**config.mk**
```make
export PLATFORM = sky130hd
export DESIGN_NAME = mem_responder_flat
export DESIGN_NICKNAME = d
export VERILOG_FILES = /design/src/rtl/mem_pkg.sv /design/src/rtl/mem_responder_if.sv /design/src/rtl/mem_array.sv /design/src/rtl/mem_responder.sv /design/src/flat_wrapper.sv
export SDC_FILE = /design/constraint.sdc
export NUM_CORES = 1
export LEC_CHECK = 0
export CAP_MARGIN = 15
export CORE_ASPECT_RATIO = 0.5
export CORE_MARGIN = 2
export CORE_UTILIZATION = 39
export DETAILED_ROUTE_END_ITERATION = 8
export SKIP_CTS_REPAIR_TIMING = 1
export SLEW_MARGIN = 40
export SYNTH_ARGS = -nofsm -noshare
export SYNTH_HDL_FRONTEND = slang
export SYNTH_HIERARCHICAL = 1
export SYNTH_SLANG_ARGS = --single-unit
```
**constraint.sdc**
```tcl
create_clock -name Clock -period 2.7 [get_ports Clock]
set_input_delay 0.54 -clock Clock [delete_from_list [all_inputs] [get_ports Clock]]
set_output_delay 0.54 -clock Clock [all_outputs]
set_load 0.1 [all_outputs]
```
**src/rtl/mem_pkg.sv**
```systemverilog
// Shared defaults, ReadWrite encodings and FSM states for the clocked 64x4 memory responder.
package mem_pkg;

  localparam int unsigned ADDR_W_DEF = 6;
  localparam int unsigned DATA_W_DEF = 4;

  localparam logic RW_WRITE = 1'b0;
  localparam logic RW_READ  = 1'b1;

  typedef enum logic [1:0] {
    CLEAR = 2'd0,
    IDLE  = 2'd1,
    RWAIT = 2'd2
  } state_t;

endpackage

```
**src/rtl/mem_responder_if.sv**
```systemverilog
// Enable/ReadWrite request bus with Ready/Valid response for mem_responder.
interface mem_responder_if
  import mem_pkg::*;
#(
  parameter int unsigned ADDR_W = ADDR_W_DEF,
  parameter int unsigned DATA_W = DATA_W_DEF
);

  logic              Enable;
  logic              ReadWrite;
  logic [ADDR_W-1:0] Address;
  logic [DATA_W-1:0] DataIn;
  logic              Ready;
  logic [DATA_W-1:0] DataOut;
  logic              Valid;
  logic              ParityErr;

  modport master (
    output Enable, ReadWrite, Address, DataIn,
    input  Ready, DataOut, Valid, ParityErr
  );

  modport slave (
    input  Enable, ReadWrite, Address, DataIn,
    output Ready, DataOut, Valid, ParityErr
  );

endinterface

```
**src/rtl/mem_array.sv**
```systemverilog
// Unreset word storage: synchronous write port, asynchronous read port.
module mem_array #(
  parameter int unsigned ADDR_W = 6,
  parameter int unsigned WORD_W = 4
) (
  input  logic              clk,
  input  logic              we,
  input  logic [ADDR_W-1:0] waddr,
  input  logic [WORD_W-1:0] wdata,
  input  logic [ADDR_W-1:0] raddr,
  output logic [WORD_W-1:0] rdata
);

  logic [WORD_W-1:0] mem [2**ADDR_W];

  always_ff @(posedge clk) begin
    if (we) begin
      mem[waddr] <= wdata;
    end
  end

  assign rdata = mem[raddr];

endmodule

```
**src/rtl/mem_responder.sv**
```systemverilog
// Clocked memory responder: post-reset clear sweep, write-in-place, fixed-latency reads.
// Define MEM_RESP_PARITY_EN to store a parity bit per word and flag faults on read.
module mem_responder
  import mem_pkg::*;
#(
  parameter int unsigned ADDR_W = ADDR_W_DEF,
  parameter int unsigned DATA_W = DATA_W_DEF,
  parameter int unsigned RD_LAT = 2
) (
  input  logic           Clock,
  input  logic           Reset_n,
  mem_responder_if.slave bus
);

`ifdef MEM_RESP_PARITY_EN
  localparam int unsigned WORD_W = DATA_W + 1;
`else
  localparam int unsigned WORD_W = DATA_W;
`endif
  localparam int unsigned DEPTH    = 2**ADDR_W;
  localparam logic [ADDR_W:0] LAST = (ADDR_W+1)'(DEPTH - 1);
  localparam logic [1:0] LAT_INIT  = 2'(RD_LAT - 1);

  state_t            state, state_nx;
  logic [ADDR_W:0]   clr_cnt;
  logic [1:0]        lat_cnt;
  logic [ADDR_W-1:0] rd_addr;
  logic [DATA_W-1:0] dout_q;
  logic              valid_q;

  logic              accept;
  logic              we;
  logic [ADDR_W-1:0] waddr;
  logic [WORD_W-1:0] wdata;
  logic [WORD_W-1:0] rdata;

  assign accept    = bus.Enable && (state == IDLE);
  assign bus.Ready = (state == IDLE);

  always_ff @(posedge Clock or negedge Reset_n) begin
    if (!Reset_n) begin
      state <= CLEAR;
    end else begin
      state <= state_nx;
    end
  end

  always_comb begin
    state_nx = state;
    case (state)
      CLEAR:   if (clr_cnt == LAST) state_nx = IDLE;
      IDLE:    if (accept && bus.ReadWrite == RW_READ) state_nx = RWAIT;
      RWAIT:   if (lat_cnt == 2'd0) state_nx = IDLE;
      default: state_nx = CLEAR;
    endcase
  end

  // Single write port shared by the clear sweep and accepted writes.
  always_comb begin
    we    = 1'b0;
    waddr = bus.Address;
`ifdef MEM_RESP_PARITY_EN
    wdata = {^bus.DataIn, bus.DataIn};
`else
    wdata = bus.DataIn;
`endif
    if (state == CLEAR) begin
      we    = 1'b1;
      waddr = clr_cnt[ADDR_W-1:0];
      wdata = '0;
    end else if (accept && bus.ReadWrite == RW_WRITE) begin
      we = 1'b1;
    end
  end

  mem_array #(
    .ADDR_W (ADDR_W),
    .WORD_W (WORD_W)
  ) u_array (
    .clk   (Clock),
    .we    (we),
    .waddr (waddr),
    .wdata (wdata),
    .raddr (rd_addr),
    .rdata (rdata)
  );

  always_ff @(posedge Clock or negedge Reset_n) begin
    if (!Reset_n) begin
      clr_cnt <= '0;
      lat_cnt <= '0;
      rd_addr <= '0;
      dout_q  <= '0;
      valid_q <= 1'b0;
    end else begin
      valid_q <= 1'b0;
      case (state)
        CLEAR: clr_cnt <= clr_cnt + 1'b1;
        IDLE: begin
          if (accept && bus.ReadWrite == RW_READ) begin
            rd_addr <= bus.Address;
            lat_cnt <= LAT_INIT;
          end
        end
        RWAIT: begin
          if (lat_cnt == 2'd0) begin
            dout_q  <= rdata[DATA_W-1:0];
            valid_q <= 1'b1;
          end else begin
            lat_cnt <= lat_cnt - 1'b1;
          end
        end
        default: ;
      endcase
    end
  end

`ifdef MEM_RESP_PARITY_EN
  logic perr_q;

  always_ff @(posedge Clock or negedge Reset_n) begin
    if (!Reset_n) begin
      perr_q <= 1'b0;
    end else begin
      perr_q <= (state == RWAIT) && (lat_cnt == 2'd0) && (^rdata);
    end
  end

  assign bus.ParityErr = perr_q;
`else
  assign bus.ParityErr = 1'b0;
`endif

  assign bus.DataOut = dout_q;
  assign bus.Valid   = valid_q;

endmodule

```
**src/flat_wrapper.sv**
```systemverilog
// flat-port wrapper written by rule: the top's interface ports become plain ports
module mem_responder_flat import mem_pkg::*;
#(
  parameter int unsigned ADDR_W = ADDR_W_DEF,
  parameter int unsigned DATA_W = DATA_W_DEF,
  parameter int unsigned RD_LAT = 2
)
  (Clock, Reset_n, bus_Enable, bus_ReadWrite, bus_Address, bus_DataIn, bus_Ready, bus_DataOut, bus_Valid, bus_ParityErr);
  mem_responder_if #(.ADDR_W(ADDR_W), .DATA_W(DATA_W)) bus_i ();
  input  logic Clock;
  input  logic Reset_n;
  input wire logic [$bits(bus_i.Enable)-1:0] bus_Enable;
  input wire logic [$bits(bus_i.ReadWrite)-1:0] bus_ReadWrite;
  input wire logic [$bits(bus_i.Address)-1:0] bus_Address;
  input wire logic [$bits(bus_i.DataIn)-1:0] bus_DataIn;
  output wire logic [$bits(bus_i.Ready)-1:0] bus_Ready;
  output wire logic [$bits(bus_i.DataOut)-1:0] bus_DataOut;
  output wire logic [$bits(bus_i.Valid)-1:0] bus_Valid;
  output wire logic [$bits(bus_i.ParityErr)-1:0] bus_ParityErr;
  assign bus_i.Enable = bus_Enable;
  assign bus_i.ReadWrite = bus_ReadWrite;
  assign bus_i.Address = bus_Address;
  assign bus_i.DataIn = bus_DataIn;
  assign bus_Ready = bus_i.Ready;
  assign bus_DataOut = bus_i.DataOut;
  assign bus_Valid = bus_i.Valid;
  assign bus_ParityErr = bus_i.ParityErr;
  mem_responder #(.ADDR_W(ADDR_W), .DATA_W(DATA_W), .RD_LAT(RD_LAT)) u_core (.Clock(Clock), .Reset_n(Reset_n), .bus(bus_i));
endmodule
```
==> results of run 1 <==
[registers in the layout (all words and copies together) (netlist names)]
name                count
u_core/bus.Valid        1
u_core/bus.DataOut      4
u_core/lat_cnt          2
u_core/rd_addr          6
u_core/clr_cnt          7
u_core/state            2
u_core/u_array/mem    256
[cell families after synthesis]
family	after synthesis	synth area share, %
mux	88	15.8
fa+ha+maj	2	0.221
buf+inv	34	2.10
other cells	1	0.0331
simple gates	145	6.18
compound gates	40	2.59
xor+xnor	6	0.463
flops	278	72.6
[metal layers]
layer / up-vias / track usage (%) / part of all wire [%]
met5: - / 0 / 0
met4: 0 / 3.30 / 1.6
met3: 32 / 3.66 / 6.6
met2: 196 / 25.3 / 46
met1: 3046 / 24.4 / 46
li1: 2582 / - / -
[metrics by stage]
step	instances	setup slack, ps
after detailed placement	1040	34.0
after global placement	1040	5.59
after floorplan	594	-101
after CTS	1088	29.5
final	1089	152
after global routing	1089	106
[power groups by stage]
stage	logic (mW)	clock network, mW	registers, mW
after global routing	0.0417	3.67	4.63
after floorplan	0.00898	0	4.72
after CTS	0.0395	3.50	4.63
after detailed placement	0.0393	0	4.72
after global placement	0.0389	0	4.72
final	0.0387	3.44	4.63
[synthesized netlist by cell type (6+ instances only)]
cell,number,area [um^2]
nor2_1,74,278
clkbuf_1,10,37.5
nor2b_1,11,68.8
nand2b_1,8,50.1
dfrtp_1,22,551
o221ai_1,6,52.6
buf_6,6,67.6
mux4_1,19,499
nand4_1,6,37.5
edfxtp_1,256,7690
mux2_2,18,203
nand3_1,11,55.1
mux4_2,46,1040
nand2_1,14,52.6
a22oi_1,8,60.1
[area by class of cell]
cell class / count / share of cell area [%]
clock buffer: 37 / 5.40
clock inverter: 11 / 0.569
inverter: 6 / 0.171
multi-input combinational: 282 / 21.9
sequential: 278 / 62.4
tap: 391 / 3.71
timing repair buffer: 84 / 5.78
[final timing paths]
check | slack (ps) | endpoint | from | depth (start not counted)
setup / recovery | 150 | u_core/bus.DataOut[2] | u_core/rd_addr[0] | 6
hold / removal | 360 | u_core/rd_addr[4] | Reset_n | 2
setup reg to reg | 150 | u_core/bus.DataOut[2] | u_core/rd_addr[0] | 6
hold reg to reg | 480 | u_core/clr_cnt[6] | u_core/clr_cnt[6] | 1
max in group asynchronous | 2090 | u_core/rd_addr[0] | Reset_n | 2
min in group Clock | 480 | u_core/clr_cnt[6] | u_core/clr_cnt[6] | 1
[worst max-delay path: cells and delay by family, from the launching register on]
family | cells | cell delay (ps)
AOI/OAI and AO/OA | 3 | 850
buffers and inverters | 1 | 230
DFF | 1 | 530
muxes | 2 | 820
==> impl_metrics.csv, run 1 <==
group,metric,value,unit
status,status,"finished, final reports clean",
logic_synthesis,synth-async-reset-ratio,7.91,%
setup_path,critPathCaptureType,"flop",
clock_tree,cts_buffer_depth,3,
drt,routed_wirelength,24500,um
drt,vias_per_cell,5.38,
pwr,total_power,8.11,mW
sta,fin_tns_setup,0,ps
sta,setup_violations,0,
clock_tree,cts_sinks,278,
sta,hold_slack,361,ps
job,drv_cap,0,
floorplan,die_h,125,um
clock_tree,clk_latency,530,ps
logic_synthesis,yosys_warnings,6,
clock_tree,tritoncts,"built",
setup_path,worstPathCellList,"buf_4 -> mux4_2 -> o41ai_1 -> a211oi_1 -> a221o_1 -> mux2_2",
clock_tree,cts_made_buffers,26,
sta,slew_headroom,47.1,%
floorplan,ios,21,
place,io_buffer_count,19,
logic_synthesis,syn-cell-area,11300,um^2
logic_synthesis,synth_cell_types,53,
finish,final_util,45.8,%
floorplan,rows,44,
pwr,p_seq_share,57.1,%
floorplan,die_w,245,um
finish,design_area,13200,um^2
global_routing,grt_pass1_vias,6028,
floorplan,start_util,39.4,%
pwr,max-vdd-ir-drop,0.000421,V
logic_synthesis,yosysSeqAreaShare,72.6,%
drt,ant_nets,0,
place,place_hpwl,16000,um
drt,vias,5856,
pwr,internal-power,6.58,mW
logic_synthesis,ys.flop_type,"edfxtp_1",
logic_synthesis,ys_ff_latch,278,
sta,max_freq,392,MHz
finish,fillers,2412,
pwr,swShare,18.9,%
floorplan,die_area,30500,um^2
setup_path,required,3120,ps
pwr,power_leakage,3.79,nW
sta,rsz0062_at_grt,"no",
sta,fin_crit_sh,94.4,%
logic_synthesis,syn_nets,610,
global_routing,antenna_found_initial,0,
pwr,p_per_area,615,nW/um^2
drt,drc,0,
pwr,p_comb_share,0.5,%
setup_path,critPathArrivalTime,2970,ps
global_routing,grt_overflow,0,
place,gp_congestion,0.848,
finish,drive_above_1_share,25.5,%
place,postPlaceCellArea,12400,um^2
finish,multi_input_area,2890,um^2
drt,wl_per_cell,22.5,um
min_path,min_path_type,"input pin to async pin",
floorplan,core,28800,um^2
setup_path,slowest_delay,560,ps
global_routing,grt_pass1_wl,37900,um
clock_tree,cts.clk_slew.worst_paths,70,ps
sta,worst_slew_pin_slew,793,ps
finish,antenna_cells,0,
logic_synthesis,netlist_instances,594,
finish,nNetsFinal,694,
pwr,switchingPower,1.53,mW
global_routing,grt.total_usage,16.5,%
clock_tree,cts-root-buf,"clkbuf_16",
logic_synthesis,synth_edf_count,256,
setup_path,critPathKind,"flop to flop",
sta,hold_violations,0,
setup_path,crit_slowest_cell,"mux4_2",
finish,layout_commonest_cell,"edfxtp_1",
drt,drt_iter0_markers,548,
finish,area_growth,16.4,%
sta,slew_violations,0,
sta,fin_skew,14.4,ps
clock_tree,htreeDepth,1,
finish,final_cell_mix,"256 x edfxtp_1, 74 x nor2_1, 63 x buf_4",
sta,fin_crit,2550,ps
pwr,clockPowerShare,42.4,%
setup_path,path_max_fanout,8,
logic_synthesis,avgSynthCellArea,19.1,um^2
finish,regArea,8240,um^2
drt,first_pass_iters,5,
global_routing,grt_max_degree,65,
setup_path,worstSetupStartpointType,"flop",
(Power assumes the default switching activity.)
==> run 2: changes to the inputs <==
- CORE_ASPECT_RATIO: 0.5 -> not set
==> impl_metrics.csv, run 2 (same netlist as run 1, synthesis figures left out) <==
group,metric,value,unit
place,place_hpwl,15600,um
sta,rsz0062_at_grt,"no",
place,gp_congestion,0.816,
status,status,"finished, final reports clean",
setup_path,r2r_end,"u_core/u_array/mem[9][0]",
sta,fin_skew,7.44,ps
floorplan,core,28700,um^2
drt,first_pass_iters,5,
setup_path,crit_path_end,"u_core/u_array/mem[9][0]",
floorplan,die_h,175,um
clock_tree,cts_made_buffers,29,
floorplan,rows,62,
global_routing,grt_overflow,0,
clock_tree,clk_latency,540,ps
sta,slew_violations,0,
finish,area_growth,17.6,%
sta,max_freq,398,MHz
clock_tree,tritoncts,"built",
pwr,max-vdd-ir-drop,0.000497,V
setup_path,critPathKind,"flop to flop",
sta,hold_violations,0,
finish,layout_commonest_cell,"edfxtp_1",
sta,setup_violations,0,
drt,ant_nets,0,
setup_path,required,2880,ps
setup_path,r2r-start,"u_core/state[1]",
setup_path,critPathCaptureType,"flop",
pwr,total_power,8.66,mW
floorplan,die_w,175,um
drt,wl_per_cell,22.2,um
clock_tree,cts-root-buf,"clkbuf_16",
floorplan,die_area,30500,um^2
global_routing,grt_pass1_vias,5987,
min_path,min_path_type,"input pin to async pin",
floorplan,ios,21,
drt,vias,5763,
sta,setup_ws,186,ps
setup_path,reg2reg_depth,6,
drt,routed_wirelength,24000,um
sta,slew_headroom,44.7,%
clock_tree,cts_buffer_depth,3,
finish,antenna_cells,0,
place,io_buffer_count,19,
clock_tree,cts.clk_slew.worst_paths,60,ps
setup_path,worstSetupStartpointType,"flop",
job,drv_cap,0,
floorplan,start_util,39.5,%
sta,fin_tns_setup,0,ps
finish,reg.largest.list,"u_core/u_array/mem: 256 flops, u_core/clr_cnt: 7 flops, u_core/rd_addr: 6 flops",
global_routing,grt.total_usage,15.9,%
finish,top_register,"u_core/u_array/mem",
setup_path,rrSetupSlack,190,ps
finish,largest_reg_flops,256,
drt,drc,0,
sta,worst_slew_pin_slew,829,ps
setup_path,path_max_fanout,10,
global_routing,grt_max_degree,65,
global_routing,antenna_found_initial,0,
finish,nNetsFinal,692,
clock_tree,htreeDepth,1,
finish,drive_above_1_share,26.2,%
sta,fin_crit,2510,ps
finish,final_util,46.5,%
finish,final_cell_mix,"256 x edfxtp_1, 74 x nor2_1, 58 x buf_4",
clock_tree,cts_sinks,278,
drt,drt_iter0_markers,501,
pwr,p_per_area,649,nW/um^2
setup_path,critPathArrivalTime,2700,ps
place,pre_cts_ws,-34.4,ps
sta,fin_crit_sh,93.1,%
drt,vias_per_cell,5.33,
global_routing,grt_pass1_wl,36200,um
setup_path,cp-startpoint,"u_core/state[1]",
pwr,power_leakage,3.87,nW
run 2: changes by cell type in the layout (fill, tap and decap cells not counted):
cell,delta
clkinv_4,+1
bufinv_16,+3
clkbuf_1,-6
clkinv_2,+1
clkbuf_8,+4
buf_4,-5
clkinv_1,+1
clkinvlp_4,-1
clkbuf_16,+2
run 2: cell type report:
type,count,area [um^2]
Clock buffer,37,796
Clock inverter,16,175
Tap cell,384,480
Timing Repair Buffer,79,726
Multi-Input combinational cell,282,2890
Sequential cell,278,8240
Fill cell,2392,15400
Inverter,6,22.5
run 2: stage by stage:
step / std cells / cell area (um^2) / hold slack, ps
after floorplan: 594 / 11300 / 244
after global placement: 1029 / 12400 / 469
after detailed placement: 1029 / 12400 / 468
after CTS: 1082 / 13300 / 359
after global routing: 1082 / 13300 / 383
final: 1082 / 13300 / 365
run 2: report_power, final:
group / leakage (nW) / switching, mW / internal, mW
combinational: 1.16 / 0.0196 / 0.0220
sequential: 2.22 / 0 / 4.63
clock: 0.478 / 1.54 / 2.44
total: 3.87 / 1.56 / 7.10
run 2: layer usage:
metal,up-vias,GRT usage [%],part of all wire (%)
li1,2571,-,-
met1,2957,21.3,42
met2,196,26.8,49
met3,39,2.54,5.8
met4,0,5.14,2.8
met5,-,0,0
run 2: worst min path at each step:
stage	end	depth (start not counted)
final	u_core/bus.DataOut[3]	2
after global routing	u_core/state[1]	2
after CTS	u_core/state[1]	2
after detailed placement	u_core/clr_cnt[6]	1
after global placement	u_core/clr_cnt[6]	1
after floorplan	u_core/bus.DataOut[0]	0
run 2: worst max-delay path, stage by stage (launching register included):
cell and delay [ps]:
dfrtp_1 460, nor2_4 300, mux2_2 480, nor2_1 190
nand3_1 150, buf_4 220, nor2_1 370
